==> src/rtl/data_mem_responder_pkg.sv <==
// mem_pkg: shared definitions for data_mem_responder.
//   state_t    - responder FSM state encoding
//   BYTE_LANES - bytes per data word
//   WAIT_CNT_W - width of the wait-state counter
package mem_pkg;
    typedef enum logic [1:0] {
        IDLE = 2'b00,
        WAIT = 2'b01,
        XFER = 2'b10,
        DONE = 2'b11
    } state_t;

    localparam int BYTE_LANES = 4;
    localparam int WAIT_CNT_W = 4;
endpackage

==> src/rtl/data_mem_responder_wait_counter.sv <==
// wait_counter: loadable down-counter used to time the wait states.
//   i_clk, i_rst_n - clock, async active-low reset
//   i_load         - load i_load_val (has priority over i_dec)
//   i_load_val     - value to load
//   i_dec          - decrement by one (holds at zero)
//   o_last         - high while count == 1
module wait_counter
    import mem_pkg::*;
(
    input  logic                  i_clk,
    input  logic                  i_rst_n,
    input  logic                  i_load,
    input  logic [WAIT_CNT_W-1:0] i_load_val,
    input  logic                  i_dec,
    output logic                  o_last
);
    logic [WAIT_CNT_W-1:0] r_cnt;

    always_ff @(posedge i_clk or negedge i_rst_n) begin
        if (!i_rst_n)
            r_cnt <= '0;
        else if (i_load)
            r_cnt <= i_load_val;
        else if (i_dec && (r_cnt != '0))
            r_cnt <= r_cnt - 1'b1;
    end

    assign o_last = (r_cnt == WAIT_CNT_W'(1));
endmodule

==> src/rtl/data_mem_responder.sv <==
// data_mem_responder: responder for the CPU data-memory strobe interface.
// Serves one access at a time after WAIT_CYCLES wait states and pulses
// ready for one cycle. Byte-addressed, big-endian 32-bit words, addresses
// wrap modulo 2^ADDR_WIDTH.
//   CLK, RST         - clock, async active-low reset
//   nRD, nWR         - active-low read / write strobes
//   address          - byte address (bits [1:0] dropped for the word access)
//   writeData        - store data
//   Dataout          - load data, changes only on a completed read
//   ready            - one-cycle completion pulse
//   busy             - high while not IDLE
//   err              - misaligned access flag (pulses with ready)
// Optional build macro: MEM_ALIGN_CHECK_EN enables the misalignment check;
// without it low address bits are ignored and err is tied low.
module data_mem_responder
    import mem_pkg::*;
#(
    parameter int ADDR_WIDTH  = 7,
    parameter int WAIT_CYCLES = 2
) (
    input  logic        CLK,
    input  logic        RST,
    input  logic        nRD,
    input  logic        nWR,
    input  logic [31:0] address,
    input  logic [31:0] writeData,
    output logic [31:0] Dataout,
    output logic        ready,
    output logic        busy,
    output logic        err
);
    localparam int DEPTH = 1 << ADDR_WIDTH;

    state_t                r_state, w_next;
    logic [ADDR_WIDTH-1:2] r_waddr;
    logic [31:0]           r_wd;
    logic                  r_op_rd;
    logic                  r_mis;
    logic                  r_ready, r_busy, r_err;
    logic [31:0]           r_dout;
    logic [7:0]            r_mem [DEPTH];

    logic                  w_start, w_last, w_misalign;
    logic [31:0]           w_rd_word;

    // Bits outside the addressed window are deliberately dropped.
    logic w_unused_addr;
    assign w_unused_addr = ^{address[31:ADDR_WIDTH], address[1:0]};

    // Exactly one strobe low starts an access; both low is ignored.
    assign w_start = (r_state == IDLE) && (nRD ^ nWR);

`ifdef MEM_ALIGN_CHECK_EN
    assign w_misalign = r_mis;
    assign err        = r_err;
`else
    assign w_misalign = 1'b0;
    assign err        = 1'b0;
`endif

    wait_counter u_wait_counter (
        .i_clk      (CLK),
        .i_rst_n    (RST),
        .i_load     (w_start),
        .i_load_val (WAIT_CNT_W'(WAIT_CYCLES)),
        .i_dec      (r_state == WAIT),
        .o_last     (w_last)
    );

    always_comb begin
        w_next = r_state;
        case (r_state)
            IDLE: if (w_start) w_next = (WAIT_CYCLES == 0) ? XFER : WAIT;
            WAIT: if (w_last)  w_next = XFER;
            XFER: w_next = DONE;
            DONE: w_next = IDLE;
            default: w_next = IDLE;
        endcase
    end

    // Big-endian assembly: lowest byte address is the MSB.
    always_comb begin
        w_rd_word = '0;
        for (int k = 0; k < BYTE_LANES; k++)
            w_rd_word[31-8*k -: 8] = r_mem[{r_waddr, 2'(k)}];
    end

    always_ff @(posedge CLK or negedge RST) begin
        if (!RST) begin
            r_state <= IDLE;
            r_waddr <= '0;
            r_wd    <= '0;
            r_op_rd <= 1'b0;
            r_mis   <= 1'b0;
            r_ready <= 1'b0;
            r_busy  <= 1'b0;
            r_err   <= 1'b0;
            r_dout  <= '0;
            for (int i = 0; i < DEPTH; i++) r_mem[i] <= '0;
        end else begin
            r_state <= w_next;
            r_ready <= (w_next == DONE);
            r_busy  <= (w_next != IDLE);
            r_err   <= 1'b0;
            if (w_start) begin
                r_waddr <= address[ADDR_WIDTH-1:2];
                r_wd    <= writeData;
                r_op_rd <= ~nRD;
                r_mis   <= |address[1:0];
            end
            if (r_state == XFER) begin
                r_err <= w_misalign;
                if (!w_misalign) begin
                    if (r_op_rd)
                        r_dout <= w_rd_word;
                    else
                        for (int k = 0; k < BYTE_LANES; k++)
                            r_mem[{r_waddr, 2'(k)}] <= r_wd[31-8*k -: 8];
                end
            end
        end
    end

    assign Dataout = r_dout;
    assign ready   = r_ready;
    assign busy    = r_busy;
endmodule

==> config.mk <==
export PLATFORM = sky130hd
export DESIGN_NAME = data_mem_responder
export DESIGN_NICKNAME = d
export VERILOG_FILES = /design/src/rtl/data_mem_responder_pkg.sv /design/src/rtl/data_mem_responder_wait_counter.sv /design/src/rtl/data_mem_responder.sv
export SDC_FILE = /design/constraint.sdc
export NUM_CORES = 1
export LEC_CHECK = 0
export ABC_AREA = 1
export CELL_PAD_IN_SITES_DETAIL_PLACEMENT = 1
export CELL_PAD_IN_SITES_GLOBAL_PLACEMENT = 1
export CORE_ASPECT_RATIO = 0.6
export CORE_MARGIN = 8
export CORE_UTILIZATION = 41
export DETAILED_ROUTE_END_ITERATION = 7
export DONT_BUFFER_PORTS = 1
export GPL_ROUTABILITY_DRIVEN = 0
export HOLD_SLACK_MARGIN = 0.12
export PLACE_DENSITY = 0.79
export SLEW_MARGIN = 30
export SYNTH_ARGS = -nofsm -noshare
export SYNTH_HDL_FRONTEND = slang
export SYNTH_SLANG_ARGS = --single-unit
==> constraint.sdc <==
create_clock -name CLK -period 2.4 [get_ports CLK]
set_input_delay 0.36 -clock CLK [delete_from_list [all_inputs] [get_ports CLK]]
set_output_delay 0.36 -clock CLK [all_outputs]
set_load 0.1 [all_outputs]
Yosys cells after proc, flatten, opt, wreduce, memory -nomap -nowiden
Index checks and enable logic that the tools add are counted.
{ "classes": {"add_sub_neg": 1, "n_lt_le_gt_ge": 8, "eq_ne": 5, "n_mux": 29, "bitwise_logic": 7, "n_reduce_logical": 12} }
{ "op_table": {"columns": ["operator", "n"], "rows": [
  ["$bwmux 1024", 4],
  ["$bmux 8 s7", 4],
  ["$demux 8 s7", 4],
  ["$mux 8", 12],
  ["$ge 8x8->1 const B", 4],
  ["$lt 8x1->1 const B", 4],
  ["$not 7->8", 4],
  ["$mux 4", 2],
  ["$pmux 2 s4", 1],
  ["$eq 2x2->1 const B", 3],
  ["$logic_and 1x1->1", 6],
  ["$eq 4x1->1 const B", 1],
  ["$mux 2", 2],
  ["$reduce_and 2->1", 2],
  ["$reduce_bool 2->1", 2],
  ["$reduce_bool 4->1", 1],
  ["$sub 4x1->4 const B", 1],
  ["$eq 2x1->1 const B", 1],
  ["$logic_not 2->1", 1],
  ["$not 1->1", 2],
  ["$xor 1x1->1", 1]
]} }
{ "totals": {"ff_bits": 1102, "input_bits": 68, "output_inout_bits": 35} }

Longest topological paths before layout
{ "depth": {"ltp_word": 9, "depth_mapped": 13, "ltp_nobuf": 11} }

By module
A second synthesis with hierarchy kept.
{ "hier_totals": {"hier_cells": 6664, "area_unflattened_um2": 50257.0} }
{ "modules_own_cells": {"columns": ["module", "instances", "cells_per_inst", "area_per_inst_um2"], "rows": [
  ["data_mem_responder", 1, 6627, 49975.4],
  ["wait_counter", 1, 37, 281.5]
]} }

Worst setup path after synthesis
Ideal clock, no wire load.
{ "synth_path": {"kind": "register to register", "start": "register r_state[0]", "end": "register r_mem[310] in the netlist's numbering", "setup_time_ns": 0.134, "t_arrival_ns": 1.639, "slack_ns": 0.627, "stages_incl_launch_ff": 10, "path_buffers": 1, "path_cell_list": "dfrtp_1 > nor2_4 > inv_1 > nor2_1 > inv_2 > nor3_4 > nand2_2 > clkbuf_1 > nand2_1 > o21ai_0"} }
{ "synth_between": {"elab_chain_cells": 2} }
{ "synth_lines": {"columns": ["item", "line", "text"], "rows": [
  ["start: declaration", "data_mem_responder.sv:34", "state_t r_state, w_next;"],
  ["start signal: assignment", "data_mem_responder.sv:101", "r_state <= w_next;"],
  ["$eq 2x2->1", "data_mem_responder.sv:111", "if (r_state == XFER) begin"],
  ["$reduce_and 2->1 (no source line)", null, null],
  ["end signal: indexed assignment", "data_mem_responder.sv:118", "r_mem[{r_waddr, 2'(k)}] <= r_wd[31-8*k -: 8];"],
  ["end: declaration", "data_mem_responder.sv:41", "logic [7:0] r_mem [DEPTH];"]
]} }
No other way between the ends.
A chain may end at the register's enable or synchronous reset.

Final worst setup path
{ "layout_path": {"start": "register r_waddr[2] in the netlist's numbering", "end": "register r_dout[22] (netlist: Dataout[22])"} }
{ "layout_between": {"elab_chain_cells": 4} }
{ "layout_lines": {"columns": ["item", "line", "text"], "rows": [
  ["start: declaration", "data_mem_responder.sv:35", "logic [ADDR_WIDTH-1:2] r_waddr;"],
  ["start signal: assignment", "data_mem_responder.sv:106", "r_waddr <= address[ADDR_WIDTH-1:2];"],
  ["$not 7->8 (implied by the code)", "data_mem_responder.sv:85", "w_rd_word[31-8*k -: 8] = r_mem[{r_waddr, 2'(k)}];"],
  ["$bmux 8 s7", "data_mem_responder.sv:85", null],
  ["$mux 8 (implied by the code) (2 in a row)", "data_mem_responder.sv:85", null],
  ["end signal: assignment", "data_mem_responder.sv:115", "r_dout <= w_rd_word;"],
  ["end: declaration", "data_mem_responder.sv:40", "logic [31:0] r_dout;"]
]} }
No other way between the ends. The select of a mux whose other input is x is not followed.

==> flow_summary.yaml <==
logic_synthesis:
  async_reset_ff_frac: 1.000
  yosysWarnings: 0
  synth_edf_count: 0
  syn_avg_cell_area_um2: 7.538
  ys.flop_type: "dfrtp_1"
  yosysTopAreaCell: "dfrtp_1"
  synth_top_area_frac: 0.5499
  synthTopCellsByArea: "dfrtp_1, nand2_1, o21ai_0"
  syn_nets: 6724
  syn_inst: 6653
  synth_cell_type_count: 22
  netlist_area_um2: 50150
  synth.most_common_cell: "nand2_1"
  seq_area_frac_synth: 0.5499
  synth_common_cells: "nand2_1, dfrtp_1, o21ai_0, clkbuf_1, inv_1"
  yosys_register_bits: 1102
clocking:
  htree_num_levels: 3
  clk_pin_slew_ps: 70
  cts_max_path_buffers: 3
  cts_tree: "built"
  clkLatencyLatePin_ps: 730
  numCtsBuffers: 107
  cts_root_buf: "clkbuf_16"
  post_cts_resized: 0
  clock-sinks: 1102
  cts_setup_buffers: 0
status:
  outcome: "finished clean"
die:
  start_util: 0.4131
  rows: 99
  io_pins: 103
  chipHeight_um: 286.9
  die_w_um: 467.5
  core_area_um2: 121400
  die_area_um2: 134100
power_and_ir_drop:
  pwr-share-comb: 0.329
  p_leak_nw: 29.49
  p_int_mw: 36.12
  p_clk_frac: 0.286
  p_sw_frac: 0.4059
  vdd_drop_max_mv: 1.349
  power_density_nw_per_um2: 1050
  p_seq_frac: 0.385
  p_switching_mw: 24.68
routing:
  drc: 0
  drtIter0Drc: 4040
  routed_via_density: 5.443
  firstDrtPassIters: 5
  vias: 44950
  drtAntennaViolNets: 0
  drt_wl_total_um: 179500
  detail_route.wl_per_cell_um: 21.73
finish:
  stdcell_count: 8258
  drive_gt1_frac: 0.06943
  fin_util: 0.4772
  area_delta_synth_final_pct: 15.50
  layout.nets: 6629
worst_setup_path:
  crit_slowest_cell: "dfrtp_4"
  cpPeakStageDelay_ps: 600
  crit_chain: "inv_8, buf_12, buf_4, nand2_1, nand2_1, nand2_1, nand2_1, nand2_1, nand2_1, nor2_1, nand3_1, nand2_1, inv_1"
  required_ps: 3070
  arrival_ps: 2920
  crit_top_cell: "nand2_1"
  critPathKind: "reg -> reg"
  crit_path_end_kind: "flip-flop"
  worstSetupStartpointType: "flip-flop"
  worst-path-max-fanout: 23
global_routing:
  grt_pass1_wl_um: 280600
  track_usage: 0.2662
  antenna_found_initial: 1
  grt_remaining_overflow: 0
  grt_pass1_vias: 46730
  grt_start_max_net_pins: 164
timing:
  holdWs_ps: 297.1
  maxSlewViolCount: 0
  worstMarginPinSlew_ps: 944.7
  max_freq_ghz: 0.4441
  rsz0062_at_grt: "no"
  slew-limit-headroom: 0.3695
  setup_viol: 0
  fin_ws_ps: 148.3
  min_period_over_period: 0.9382
  fin_crit_ps: 2252
  skew_ps: 39.01
  hold_viol_final: 0
placed_design:
  pre_cts_ws_ps: -1248
  port_buffers: 0
  place_hpwl_um: 102600
  dp.cells: 8006
flow_run:
  drv_cap: 0
worst_hold_path:
  hold_class: "in -> reg"
cell usage in the layout (no fill, tap or decap):
cell type	count
nor2_2	1
clkinv_2	20
clkbuf_1	26
nand3_1	104
conb_1	1
o21a_1	1
buf_4	118
clkbuf_16	112
nand2_1	3614
inv_6	2
dlygate4sd3_1	45
nor2_4	2
o21ai_1	94
inv_2	4
dfrtp_1	1100
buf_12	104
nand2_4	19
ha_1	3
bufinv_16	6
diode_2	2
nor2_1	74
clkinvlp_4	5
inv_1	136
bufbuf_16	3
clkbuf_8	22
dfrtp_4	2
buf_16	16
o21ai_0	973
nand2_2	14
a21oi_1	8
inv_8	2
nor3_4	9
path summary, 6_finish.rpt:
check,end,start,slack [ps],cells after the start
max in group asynchronous,r_mem[760],RST,320,9
max,Dataout[22],r_waddr[2],150,13
min reg2reg,u_wait_counter.r_cnt[3],u_wait_counter.r_cnt[3],470,1
min,r_wd[15],writeData[15],300,3
max reg2reg,Dataout[22],r_waddr[2],150,13
min in group asynchronous,r_mem[769],RST,390,4
area by class of cell:
cell class | instances | area, µm²
clock buffers | 159 | 3178
multi-input cells | 4917 | 20270
fillers | 14760 | 63470
well taps | 1616 | 2022
inverters | 143 | 553.0
repair buffers | 287 | 3981
diodes | 2 | 5.005
clock inverters | 32 | 330.3
flip-flops and latches | 1102 | 27580
registers in the layout (all words and copies together), names as in the netlist:
| name | count |
|---|---|
| r_wd | 32 |
| busy | 1 |
| u_wait_counter.r_cnt | 4 |
| ready | 1 |
| r_mem | 1024 |
| r_state | 2 |
| Dataout | 32 |
| r_op_rd | 1 |
| r_waddr | 5 |
what timing repair did:
| item | CTS | global route |
|---|---|---|
| gates cloned | 3 | 1 |
| hold endpoints to repair | 255 | 0 |
| endpoints found under the setup margin | 131 | 65 |
| hold buffers | 54 | 0 |
metal layers:
layer,global-route usage,up-vias,part of all wire
met3,0.04231,316,0.058
met2,0.4146,1229,0.44
met4,0.07970,4,0.030
li1,-,20550,-
met1,0.3838,22850,0.47
met5,0,-,0.00018
worst max-delay path: cells and delay by family, from the launching register on:
family        cells  cell delay [ps]
flops             1              600
simple gates      9              810
buf+inv           4              760
through the flow:
stage          area [µm²]  setup TNS (ps)  power, mW
2_1_floorplan       50150               0      34.81
6_report            57920               0      60.80
4_1_cts             57870               0      60.89
3_3_place_gp        53530         -501140      42.56
5_1_grt             57920               0      63.62
3_5_place_dp        53580         -306850      43.26
cells by family after synthesis:
logic type,after synthesis,synth area share
AO/OA/AOI/OAI,1076,0.1074
other,1,0.00007477
flip-flops,1102,0.5499
AND/OR/NAND/NOR,3837,0.2933
adder cells (fa/ha/maj),3,0.0007485
buffers and inverters,634,0.04857
power groups by stage:
stage | Sequential [mW] | Clock [mW] | Combinational [mW]
finish | 23.4 | 17.4 | 20.0
global route | 23.7 | 18.4 | 21.6
CTS | 23.4 | 17.6 | 19.9
detailed placement | 23.7 | 0 | 19.6
global placement | 23.5 | 0 | 19.1
floorplan | 24.8 | 0 | 10.0
(Power assumes the default switching activity.)
